**src/rtl/param_counter.sv**
```systemverilog
// param_counter: up/down counter driven by asynchronous strobes.
//
// Every asynchronous control/data input passes through a SYNC_STAGES-deep
// synchroniser. Rising edges of the synchronised clk_in / load (qualified by
// the synchronised enable) are count / load events; count changes on the clk
// edge after detection, SYNC_STAGES+1 cycles after the pin edge.
//
// Ports
//   clk       system clock, rising edge
//   rst       asynchronous active-high reset
//   enable    async, gates load and count events
//   clk_in    async count strobe (rising edge = one event)
//   load      async load strobe (rising edge loads in)
//   up_down   async direction, 1 = up
//   sat_mode  async, 1 = saturate at limits, 0 = wrap
//   in        async load value
//   max_val   quasi-static upper limit, used unsynchronised
//   count     registered counter value
//   tc        registered one-cycle terminal-count pulse
//   at_max    registered, count >= max_val
//   at_zero   registered, count == 0
module param_counter #(
    parameter int unsigned WIDTH       = 8,
    parameter int unsigned SYNC_STAGES = 2
) (
    input  logic             clk,
    input  logic             rst,
    input  logic             enable,
    input  logic             clk_in,
    input  logic             load,
    input  logic             up_down,
    input  logic             sat_mode,
    input  logic [WIDTH-1:0] in,
    input  logic [WIDTH-1:0] max_val,
    output logic [WIDTH-1:0] count,
    output logic             tc,
    output logic             at_max,
    output logic             at_zero
);

    logic [SYNC_STAGES-1:0] en_sync;
    logic [SYNC_STAGES-1:0] clk_sync;
    logic [SYNC_STAGES-1:0] ld_sync;
    logic [SYNC_STAGES-1:0] ud_sync;
    logic [SYNC_STAGES-1:0] sat_sync;
    logic [SYNC_STAGES-1:0] valid_sync;
    logic [WIDTH-1:0]       in_sync [SYNC_STAGES];

    logic clk_hist, ld_hist;
    logic clk_armed, ld_armed;
    logic fresh;

    logic [WIDTH-1:0] count_q, count_nxt;
    logic             tc_q, tc_nxt;
    logic             at_max_q, at_zero_q;

    logic en_s, clk_s, ld_s, ud_s, sat_s, valid_s;
    logic [WIDTH-1:0] in_s;
    logic cnt_ev, ld_ev;

    assign en_s    = en_sync[SYNC_STAGES-1];
    assign clk_s   = clk_sync[SYNC_STAGES-1];
    assign ld_s    = ld_sync[SYNC_STAGES-1];
    assign ud_s    = ud_sync[SYNC_STAGES-1];
    assign sat_s   = sat_sync[SYNC_STAGES-1];
    assign valid_s = valid_sync[SYNC_STAGES-1];
    assign in_s    = in_sync[SYNC_STAGES-1];

    // Arming waits until the synchroniser holds real pin samples (valid_s),
    // so a strobe already high at reset release is never seen as an edge.
    assign cnt_ev = en_s & clk_s & ~clk_hist & clk_armed;
    assign ld_ev  = en_s & ld_s  & ~ld_hist  & ld_armed;

    always_ff @(posedge clk or posedge rst) begin
        if (rst) begin
            en_sync    <= '0;
            clk_sync   <= '0;
            ld_sync    <= '0;
            ud_sync    <= '1;
            sat_sync   <= '0;
            valid_sync <= '0;
            for (int unsigned i = 0; i < SYNC_STAGES; i++) begin
                in_sync[i] <= '0;
            end
            clk_hist  <= 1'b0;
            ld_hist   <= 1'b0;
            clk_armed <= 1'b0;
            ld_armed  <= 1'b0;
        end else begin
            en_sync    <= {en_sync[SYNC_STAGES-2:0],    enable};
            clk_sync   <= {clk_sync[SYNC_STAGES-2:0],   clk_in};
            ld_sync    <= {ld_sync[SYNC_STAGES-2:0],    load};
            ud_sync    <= {ud_sync[SYNC_STAGES-2:0],    up_down};
            sat_sync   <= {sat_sync[SYNC_STAGES-2:0],   sat_mode};
            valid_sync <= {valid_sync[SYNC_STAGES-2:0], 1'b1};
            in_sync[0] <= in;
            for (int unsigned i = 1; i < SYNC_STAGES; i++) begin
                in_sync[i] <= in_sync[i-1];
            end
            clk_hist <= clk_s;
            ld_hist  <= ld_s;
            if (valid_s && !clk_s) clk_armed <= 1'b1;
            if (valid_s && !ld_s)  ld_armed  <= 1'b1;
        end
    end

    always_comb begin
        count_nxt = count_q;
        tc_nxt    = 1'b0;
        if (ld_ev) begin
            count_nxt = (in_s > max_val) ? max_val : in_s;
        end else if (cnt_ev) begin
            if (max_val == '0) begin
                count_nxt = '0;
                tc_nxt    = 1'b1;
            end else if (ud_s) begin
                if (count_q < max_val) begin
                    count_nxt = count_q + 1'b1;
                end else begin
                    count_nxt = sat_s ? max_val : '0;
                    tc_nxt    = 1'b1;
                end
            end else begin
                if (count_q == '0) begin
                    count_nxt = sat_s ? '0 : max_val;
                    tc_nxt    = 1'b1;
                end else if (count_q > max_val) begin
                    count_nxt = max_val;
                end else begin
                    count_nxt = count_q - 1'b1;
                end
            end
        end
    end

    always_ff @(posedge clk or posedge rst) begin
        if (rst) begin
            count_q   <= '0;
            tc_q      <= 1'b0;
            at_max_q  <= 1'b0;
            at_zero_q <= 1'b1;
            fresh     <= 1'b1;
        end else begin
            count_q   <= count_nxt;
            tc_q      <= tc_nxt;
            at_max_q  <= (count_nxt >= max_val);
            at_zero_q <= (count_nxt == '0);
            fresh     <= 1'b0;
        end
    end

    // Until the first clk after reset the count is 0, so at_max reduces to
    // max_val == 0; this avoids a data-dependent asynchronous reset value.
    assign count   = count_q;
    assign tc      = tc_q;
    assign at_zero = at_zero_q;
    assign at_max  = fresh ? (max_val == '0) : at_max_q;

endmodule

```
**config.mk**
```make
export PLATFORM = sky130hd
export DESIGN_NAME = param_counter
export DESIGN_NICKNAME = d
export VERILOG_FILES = /design/src/rtl/param_counter.sv
export SDC_FILE = /design/constraint.sdc
export NUM_CORES = 1
export LEC_CHECK = 0
export CAP_MARGIN = 20
export CORE_ASPECT_RATIO = 0.5
export CORE_UTILIZATION = 40
export DETAILED_ROUTE_END_ITERATION = 8
export PLACE_DENSITY_LB_ADDON = 0.3
export RECOVER_POWER = 25
export SETUP_SLACK_MARGIN = 0.4
export SYNTH_ARGS = -nofsm -noshare
export SYNTH_HDL_FRONTEND = slang
export SYNTH_SLANG_ARGS = --single-unit
```
**constraint.sdc**
```tcl
create_clock -name clk -period 6 [get_ports clk]
set_input_delay 0.9 -clock clk [delete_from_list [all_inputs] [get_ports clk]]
set_output_delay 0.9 -clock clk [all_outputs]
set_load 0.1 [all_outputs]
```
==> impl_metrics.py, run 1 <==
metrics = {
    "status": {
        "status": "completed",
    },
    "routing": {
        "wl_per_cell_um": 18.15,
        "drcViolationCount": 0,
        "via_per_inst": 5.827,
        "dr.pass1.iters": 4,
        "first_iter_violations": 214,
        "vias": 2453,
        "drt-total-wl_mm": 7.641,
        "antenna_left": 0,
    },
    "clocking": {
        "cts-root-buf": "clkbuf_16",
        "cts_num_sinks": 44,
        "cts_buffers": 5,
        "cts_resized": 0,
        "cts_tree": "done",
        "htree_levels": 2,
        "clkTransAtPathRegs_ns": 0.06,
        "post_cts_buffers": 0,
        "cts_buffer_depth": 2,
        "clk_latency_ns": 0.28,
        "cts_hold_repair.buffers": 0,
    },
    "setup_path": {
        "crit_path_max_fanout": 7,
        "path_cells": "clkdlybuf4s50_1 -> inv_1 -> ha_1 -> nor2b_1 -> o211ai_1 -> a21oi_1 -> nor2_1 -> o221ai_1 -> a21boi_0 -> a311oi_1 -> ha_1 -> a21o_1 -> a21o_1 -> a21o_1 -> a21oi_1 -> nor2b_1 -> o21ai_0 -> a21oi_1",
        "crit_type": "primary input to flip-flop",
        "cp_slowest_cell": "clkdlybuf4s50_1",
        "cpPeakStageDelay_ns": 0.59,
        "worstPathRequired_ns": 6.17,
        "crit_path_start_kind": "primary input",
        "critPathCaptureType": "flip-flop",
        "arrival_ns": 5.21,
    },
    "synthesis": {
        "ys_top_cells_by_area": "dfrtp_1 (36%), ha_1 (12%), dfstp_2 (3.7%), a21oi_1 (3.6%), nand2_1 (3.2%)",
        "async_reset_ff_share_pct": 100.0,
        "yosysSeqAreaShare_pct": 39.41,
        "synth_cells": 297,
        "synth_top_area_share_pct": 35.67,
        "synth_edf_count": 0,
        "synth_top_area_cell": "dfrtp_1",
        "ys_warn_count": 0,
        "syn-cell-area_mm2": 0.002806,
        "postSynthAreaPerCell_um2": 9.449,
        "ys_seq_elements": 44,
        "synthDistinctLibCells": 58,
        "synth_flop_cell": "dfrtp_1",
        "synth_nets": 347,
    },
    "timing": {
        "hold_violations": 0,
        "worst_pin_slew_ns": 0.9733,
        "holdWs_ns": 0.3466,
        "clock.fmax_mhz": 198.3,
        "min_period_ns": 5.042,
        "setup_ws_ns": 0.9578,
        "maxSlewHeadroom_pct": 34.91,
        "rsz0062_at_grt": "no",
        "tns_ns": 0,
        "setup_viol": 0,
        "clock_skew_ns": 0.002877,
        "period_share_pct": 84.04,
        "drv_slew": 0,
    },
    "global_routing": {
        "grt_pass1_wl_mm": 12.07,
        "grt_pass1_vias": 2266,
        "grt_start_max_net_pins": 45,
        "antenna_found_initial": 0,
        "overflow": 0,
        "grt_usage_pct": 21.97,
    },
    "pwr": {
        "vdd_drop_max_mv": 0.1824,
        "powerDensity_mw_per_mm2": 444.7,
        "leakage_nw": 1.462,
    },
    "placed_design": {
        "gp_congestion": 0.9039,
        "place_ws_ns": 0.7554,
        "io_buffers": 33,
        "hpwl_mm": 5.749,
    },
    "die": {
        "rows": 21,
        "ioPinCount": 34,
        "die_y_um": 61.23,
        "core_area_mm2": 0.006726,
        "die_w_um": 120.5,
        "die_area_mm2": 0.007375,
        "start_util_pct": 41.72,
    },
    "final_layout": {
        "layout_common_cells": "dfrtp_1 (40), ha_1 (27), clkdlybuf4s50_1 (27), nand2_1 (24), a21oi_1 (20)",
        "area_growth_pct": 20.33,
        "register_area_mm2": 0.001106,
        "layout_commonest_cell": "dfrtp_1",
        "multi_input_area_mm2": 0.001580,
        "layout-drive-gt1-share_pct": 7.295,
        "num-fill-cells": 641,
        "nets": 378,
        "diodes": 0,
    },
    "hold_path": {
        "hp-class": "flip-flop to flip-flop",
    },
    "job": {
        "max-cap-violations": 0,
    },
}
==> metal layers <==
| layer | up-vias | wire length (um) | GRT usage, % |
|---|---|---|---|
| met5 | - | 0 | 0 |
| met4 | 0 | 142 | 6.526 |
| met3 | 17 | 717 | 3.611 |
| met2 | 116 | 3252 | 34.65 |
| met1 | 1162 | 3529 | 31.50 |
| li1 | 1158 | - | - |
==> layout make-up <==
class / instances / area share [%]
inverter: 16 / 1.778
sequential: 44 / 32.75
tap: 92 / 3.409
clock inverter: 2 / 1.149
clock buffer: 6 / 4.113
timing repair buffer: 34 / 10.00
multi-input combinational: 227 / 46.80
==> logic make-up (layout without fill, tap and decap cells) <==
| kind of cell | Yosys count | after routing | share of synthesized area [%] |
|---|---|---|---|
| simple gates | 102 | 102 | 19.57 |
| mux | 3 | 3 | 1.159 |
| flops | 44 | 44 | 39.41 |
| buf+inv | 26 | 58 | 4.280 |
| fa+ha+maj | 27 | 27 | 12.04 |
| xor+xnor | 11 | 11 | 3.433 |
| other cells | 2 | 2 | 0.2676 |
| compound gates | 82 | 82 | 19.84 |
==> state kept, by name (all words and copies together), names as in the netlist, 2 cells and up <==
name and cells:
in_sync 8, sat_sync 2, count 8, ld_sync 2, in_s 8, en_sync 2, valid_sync 2, clk_sync 2
ud_sync 2
==> worst max-delay path: cells and delay by family <==
family / cells / cell delay (ns)
AO/OA/AOI/OAI: 11 / 2.44
AND/OR/NAND/NOR: 3 / 0.47
adder cells (fa/ha/maj): 2 / 0.65
buffers and inverters: 2 / 0.75
==> cells in the mapped netlist, types with 3 or more instances <==
cell / instances
dfstp_2: 4
nor3_1: 10
a21o_1: 9
a31oi_1: 3
nand3_1: 10
nand2_1: 24
a211oi_1: 7
clkbuf_1: 6
o21a_1: 3
nand4_1: 7
o21ai_0: 10
xor2_1: 7
nor2_1: 19
ha_1: 27
nand2b_1: 6
dfrtp_1: 40
a21oi_1: 20
inv_1: 16
o31ai_1: 7
or4_1: 3
o211ai_1: 4
xnor2_1: 4
nor4_1: 4
==> final timing paths <==
| check | start | end | slack [ns] | cells after the start |
|---|---|---|---|---|
| max | max_val[1] | at_max_q | 0.96 | 18 |
| min | in_sync[10] | in_s[2] | 0.35 | 0 |
| max reg2reg | count[0] | at_max_q | 1.71 | 17 |
| min reg2reg | in_sync[10] | in_s[2] | 0.35 | 0 |
| max in group asynchronous | rst | ud_sync[0] | 4.57 | 3 |
| min in group asynchronous | rst | at_max_q | 1.05 | 3 |
==> through the flow <==
| stage | power [mW] | util, % | cells | area (um^2) |
|---|---|---|---|---|
| 2_1_floorplan | 0.9813 | - | 297 | 2806 |
| 5_1_grt | 1.583 | 50.20 | 421 | 3377 |
| 4_1_cts | 1.495 | 50.20 | 421 | 3377 |
| 3_5_place_dp | 1.166 | 47.56 | 413 | 3199 |
| 6_report | 1.502 | 50.20 | 421 | 3377 |
| 3_3_place_gp | 1.166 | 47.56 | 413 | 3199 |
==> report_power, final <==
group | switching [mW] | internal (mW) | total [mW] | leakage [nW]
clock network | 0.111 | 0.208 | 0.320 | 0.0871
registers | 0.0848 | 0.336 | 0.421 | 0.514
logic | 0.499 | 0.262 | 0.761 | 0.860
(Power assumes the default switching activity.)
==> run 2: changes to the inputs <==
==> constraint.sdc (replaced) <==
create_clock -name clk -period 4.1 [get_ports clk]
set_input_delay 0.615 -clock clk [delete_from_list [all_inputs] [get_ports clk]]
set_output_delay 0.615 -clock clk [all_outputs]
set_load 0.1 [all_outputs]
==> run 2 against run 1 <==
Wire length grew 7.7%. Critical path depth fell by 3. Flip-flop and latch count unchanged. First-iteration DRC count rose by 3.3%. Global-route usage up 0.59 points. Register-to-register slack worse by 1.2 ns. Clock-buffer cell count fell by 1. Worst setup slack worse by 0.44 ns. Largest cell class unchanged.
==> impl_metrics.py, run 2 (synthesized netlist as in run 1, its figures left out) <==
metrics = {
    "clocking": {
        "cts_buffers": 5,
        "cts_num_sinks": 44,
        "clkTransAtPathRegs_ns": 0.07,
        "htree_levels": 2,
        "cts_buffer_depth": 2,
        "clk_latency_ns": 0.29,
        "cts-root-buf": "clkbuf_16",
        "cts_hold_repair.buffers": 0,
        "cts_tree": "done",
    },
    "setup_path": {
        "crit_path_start_kind": "flip-flop",
        "critPathCaptureType": "flip-flop",
        "crit_top_cell": "a21o_1",
        "cpPeakStageDelay_ns": 0.58,
        "cp_slowest_cell": "or4_4",
        "crit_path_max_fanout": 11,
        "arrival_ns": 3.76,
        "startpoint": "count[5]",
        "crit_type": "flip-flop to flip-flop",
        "path_delay_family": "simple AND/OR/NAND/NOR gates",
        "r2r-start": "count[5]",
        "worstPathRequired_ns": 4.28,
        "worst-path-buf-inv": 1,
        "path_cells": "or4_4 -> or4b_4 -> buf_4 -> nor2_4 -> a21oi_1 -> a21boi_2 -> a311oi_2 -> ha_1 -> a21o_1 -> a21o_1 -> a21o_1 -> a21oi_2 -> nor2b_1 -> o21ai_1 -> a21oi_1",
    },
    "timing": {
        "maxSlewHeadroom_pct": 35.33,
        "setup_ws_ns": 0.5207,
        "period_share_pct": 87.30,
        "tns_ns": 0,
        "setup_viol": 0,
        "hold_violations": 0,
        "clock.fmax_mhz": 279.4,
        "worst_pin_slew_ns": 0.9670,
        "clock_skew_ns": 0.008296,
        "drv_slew": 0,
        "rsz0062_at_grt": "no",
        "min_period_ns": 3.579,
    },
    "pwr": {
        "p_int_mw": 1.358,
        "powerDensity_mw_per_mm2": 623.8,
        "vdd_drop_max_mv": 0.2651,
        "p_switching_mw": 1.126,
        "p_clk_share_pct": 18.5,
        "p_sw_share_pct": 45.34,
        "seqPwrFrac_pct": 24.6,
        "combPwrFrac_pct": 56.9,
        "leakage_nw": 1.741,
    },
    "status": {
        "status": "completed",
    },
    "routing": {
        "wl_per_cell_um": 17.51,
        "antenna_left": 0,
        "dr_wl_met2_mm": 3.530,
        "wl_met3_um": 775,
        "highest_layer": "met4",
        "wl_met1_mm": 3.808,
        "via_per_inst": 5.736,
        "dr.pass1.iters": 4,
        "first_iter_violations": 221,
        "drt-total-wl_mm": 8.230,
        "drcViolationCount": 0,
        "vias": 2696,
    },
    "final_layout": {
        "register_area_mm2": 0.001129,
        "area_growth_pct": 41.86,
        "multi_input_area_mm2": 0.001775,
        "layout_commonest_cell": "buf_4",
        "diodes": 0,
        "layout-drive-gt1-share_pct": 30.42,
        "finalNonFillerCells": 470,
        "finalInstanceArea_mm2": 0.003981,
        "layout_common_cells": "buf_4 (49), dfrtp_1 (32), nand2_1 (23), ha_1 (22), clkdlybuf4s50_1 (18)",
        "num-fill-cells": 588,
        "nets": 427,
    },
    "die": {
        "core_area_mm2": 0.006726,
        "die_w_um": 120.5,
        "start_util_pct": 41.72,
        "die_y_um": 61.23,
        "die_area_mm2": 0.007375,
        "ioPinCount": 34,
        "rows": 21,
    },
    "hold_path": {
        "hp-start": "in_sync[8]",
        "hp-class": "flip-flop to flip-flop",
    },
    "job": {
        "max-cap-violations": 0,
    },
    "global_routing": {
        "grt_pass1_vias": 2418,
        "grt_usage_pct": 22.55,
        "antenna_found_initial": 0,
        "grt_pass1_wl_mm": 12.30,
        "grt_start_max_net_pins": 45,
        "overflow": 0,
    },
    "placed_design": {
        "io_buffers": 33,
        "dp_cells": 457,
        "gp_congestion": 0.9171,
        "hpwl_mm": 6.028,
        "place_area_mm2": 0.003560,
        "place_ws_ns": -0.04723,
    },
}
[run 2: cell types whose count changed in the layout (fill, tap and decap cells not counted), moves of 5 or more]
cell / change
buf_4: +48
clkdlybuf4s50_1: -9
dfrtp_1: -8
dfrtp_4: +5
ha_1: -5
ha_4: +5
inv_1: -7
inv_2: +5
[run 2: layout make-up]
type	count	area share, %
Multi-Input combinational cell	227	44.59
Sequential cell	44	28.35
Timing Repair Buffer	83	18.23
Clock buffer	5	3.143
Tap cell	92	2.891
Inverter	16	1.634
Clock inverter	3	1.163
[run 2: routing by layer]
| layer | up-vias | GRT usage, % |
|---|---|---|
| met1 | 1297 | 31.43 |
| met5 | - | 0 |
| li1 | 1254 | - |
| met4 | 0 | 7.937 |
| met3 | 11 | 6.667 |
| met2 | 134 | 33.74 |
[run 2: per-stage QoR]
stage                     power [mW]  utilization, %  hold slack, ns
after floorplan                1.462               -          0.3312
after global placement         1.863           52.92          0.3319
after detailed placement       1.868           52.92          0.3347
after CTS                      2.371           56.86          0.3455
after global routing           2.603           59.19          0.3480
final                          2.484           59.19          0.3420
[run 2: worst reg2reg max path, cell delays in order, from the launching register on]
cell      delay, ns
dfrtp_4        0.48
or4_4          0.58
or4b_4         0.53
buf_4          0.21
nor2_4         0.15
a21oi_1        0.10
a21boi_2       0.16
a311oi_2       0.07
ha_1           0.32
a21o_1         0.15
a21o_1         0.17
a21o_1         0.18
a21oi_2        0.12
nor2b_1        0.06
o21ai_1        0.12
a21oi_1        0.07
[run 2: power groups by stage]
stage	logic, mW	clock network, mW	registers, mW
after floorplan	0.623	0	0.839
after global placement	1.26	0	0.607
after detailed placement	1.26	0	0.610
after CTS	1.30	0.468	0.603
after global routing	1.50	0.487	0.619
final	1.41	0.460	0.611
[run 2: worst paths after layout]
check	cells past startpoint	end	slack [ns]
max in group asynchronous	3	count[0]	2.94
max reg2reg	15	at_max_q	0.52
max	15	at_max_q	0.52
min reg2reg	0	in_s[0]	0.34
min	0	in_s[0]	0.34
min in group asynchronous	3	count[7]	0.76
[run 2: repair_timing]
action / 4_1_cts / 5_1_grt
resized for setup: 19 / 35
pin swaps: 6 / 16
endpoints found under the setup margin: 1 / 1
setup buffers: 3 / 2
==> run 3: changes to the inputs <==
--- a/config.mk
+++ b/config.mk
@@ -11,6 +11,7 @@
 export DETAILED_ROUTE_END_ITERATION = 8
 export PLACE_DENSITY_LB_ADDON = 0.3
 export RECOVER_POWER = 25
+export REMOVE_ABC_BUFFERS = 1
 export SETUP_SLACK_MARGIN = 0.4
 export SYNTH_ARGS = -nofsm -noshare
 export SYNTH_HDL_FRONTEND = slang
==> run 3 against run 2 <==
Via count is 1.3% higher. Sequential power shrank 10%. Die area did not move. Worst hold slack better by 0.0020 ns. Critical path depth stayed put. Clock power down 0.9%. Register-to-register slack improved by 0.05 ns. Maximum frequency grew 1.4%. Non-clock buffer count up 16. Cell count up 3.4%. Clock skew decreased by 0.0023 ns. Largest power group unchanged. Total power is 3.1% higher.
==> impl_metrics.py, run 3 (synthesized netlist as in run 1, its figures left out) <==
metrics = {
    "job": {
        "max-cap-violations": 0,
    },
    "timing": {
        "hold_violations": 0,
        "setup_ws_ns": 0.5700,
        "rsz0062_at_grt": "no",
        "clock_skew_ns": 0.006036,
        "min_period_ns": 3.530,
        "period_share_pct": 86.10,
        "drv_slew": 0,
        "worst_pin_slew_ns": 0.9708,
        "maxSlewHeadroom_pct": 35.08,
        "setup_viol": 0,
        "clock.fmax_mhz": 283.3,
    },
    "pwr": {
        "p_clk_share_pct": 17.8,
        "p_switching_mw": 1.152,
        "leakage_nw": 1.844,
        "combPwrFrac_pct": 60.8,
        "p_sw_share_pct": 44.99,
        "p_int_mw": 1.408,
        "vdd_drop_max_mv": 0.2976,
        "finalPower_mw": 2.560,
        "seqPwrFrac_pct": 21.4,
        "powerDensity_mw_per_mm2": 616.7,
    },
    "setup_path": {
        "arrival_ns": 3.70,
        "path_cells": "or4_4 -> or4b_4 -> buf_4 -> nor2_4 -> a21oi_1 -> a21boi_1 -> a311oi_2 -> ha_1 -> a21o_1 -> a21o_1 -> a21o_1 -> a21oi_2 -> nor2b_1 -> o21ai_1 -> a21oi_1",
        "cp_slowest_cell": "or4b_4",
        "crit_path_max_fanout": 7,
        "crit_path_start_kind": "flip-flop",
        "worstPathRequired_ns": 4.27,
        "cpPeakStageDelay_ns": 0.60,
        "crit_top_cell": "a21o_1",
        "crit_type": "flip-flop to flip-flop",
        "critPathCaptureType": "flip-flop",
    },
    "clocking": {
        "cts-root-buf": "clkbuf_16",
        "cts_num_sinks": 44,
        "clkTransAtPathRegs_ns": 0.06,
        "clk_latency_ns": 0.29,
        "cts_tree": "done",
        "cts_buffers": 5,
        "htree_levels": 2,
        "cts_buffer_depth": 2,
    },
    "routing": {
        "antenna_left": 0,
        "dr.pass1.iters": 5,
        "wl_per_cell_um": 18.06,
        "vias": 2731,
        "wl_met3_um": 713,
        "drt-total-wl_mm": 8.777,
        "wl_met1_mm": 4.306,
        "drcViolationCount": 0,
        "first_iter_violations": 223,
        "highest_layer": "met4",
        "via_per_inst": 5.619,
        "dr_wl_met2_mm": 3.640,
    },
    "die": {
        "start_util_pct": 41.72,
        "die_y_um": 61.23,
        "rows": 21,
        "ioPinCount": 34,
        "die_w_um": 120.5,
        "core_area_mm2": 0.006726,
        "die_area_mm2": 0.007375,
    },
    "placed_design": {
        "dp_cells": 467,
        "gp_congestion": 0.9807,
        "io_buffers": 33,
        "hpwl_mm": 6.423,
        "place_ws_ns": -0.1644,
    },
    "global_routing": {
        "grt_pass1_vias": 2608,
        "grt_start_max_net_pins": 45,
        "grt_usage_pct": 25.27,
        "overflow": 0,
        "grt_pass1_wl_mm": 13.83,
        "antenna_found_initial": 0,
    },
    "final_layout": {
        "utilization_pct": 61.70,
        "diodes": 0,
        "layout_commonest_cell": "buf_4",
        "layout_common_cells": "buf_4 (66), dfrtp_1 (40), nand2_1 (22), clkdlybuf4s50_1 (18), ha_1 (17)",
        "area_growth_pct": 47.88,
        "nets": 443,
        "finalNonFillerCells": 486,
        "layout-drive-gt1-share_pct": 33.76,
    },
    "hold_path": {
        "hp-class": "flip-flop to flip-flop",
    },
    "status": {
        "status": "completed",
    },
}
-- run 3: cell count changes in the layout (fill, tap and decap cells not counted), sizes merged --
cell	change
clkdlybuf4s15	-3
buf	+16
dlymetal6s2s	+3
-- run 3: power groups by stage --
| stage | combinational, mW | sequential (mW) | clock [mW] |
|---|---|---|---|
| 2_1_floorplan | 0.565 | 0.842 | 0 |
| 3_3_place_gp | 1.35 | 0.543 | 0 |
| 3_5_place_dp | 1.35 | 0.543 | 0 |
| 4_1_cts | 1.45 | 0.538 | 0.464 |
| 5_1_grt | 1.66 | 0.551 | 0.482 |
| 6_report | 1.56 | 0.548 | 0.456 |
-- run 3: layer usage --
layer	vias to the layer above	track usage, %
li1	1294	-
met1	1309	36.18
met2	114	38.26
met3	14	6.111
met4	0	7.584
met5	-	0
-- run 3: critical path, delay by kind of cell (launching register included) --
family / cells / cell delay [ns]
AOI/OAI and AO/OA: 9 / 1.16
buffers and inverters: 1 / 0.21
DFF: 1 / 0.40
and+or+nand+nor: 4 / 1.36
adders and majority gates: 1 / 0.30
-- run 3: repair_timing --
item                                    in CTS  in global routing
setup buffers                                7                  4
hold buffers                                 0                  0
hold endpoints to repair                     0                  0
endpoints found under the setup margin       1                  1
resized for setup                           37                 29
pin swaps                                   22                 24
-- run 3: final timing paths --
check / depth (start not counted) / to / from / slack, ns
max: 15 / at_max_q / count[2] / 0.57
min: 0 / in_s[6] / in_sync[14] / 0.34
max reg2reg: 15 / at_max_q / count[2] / 0.57
min reg2reg: 0 / in_s[6] / in_sync[14] / 0.34
max in group asynchronous: 3 / ud_sync[1] / rst / 2.95
min in group asynchronous: 3 / count[1] / rst / 0.77
-- run 3: stage by stage --
step / cell area, um^2 / TNS [ns] / hold WS (ns)
CTS: 3990 / 0 / 0.3483
floorplan: 2746 / -0.03441 / 0.3312
finish: 4150 / 0 / 0.3440
detailed placement: 3602 / -0.1644 / 0.3347
global placement: 3602 / -0.1531 / 0.3318
global route: 4150 / 0 / 0.3531
-- run 3: final cells by class --
| class | count | area (um^2) |
|---|---|---|
| clock buffer | 5 | 125.1 |
| clock inverter | 3 | 46.29 |
| fill | 567 | 2576 |
| inverter | 16 | 62.56 |
| multi-input combinational | 227 | 1854 |
| sequential | 44 | 1106 |
| tap | 92 | 115.1 |
| timing repair buffer | 99 | 840.8 |
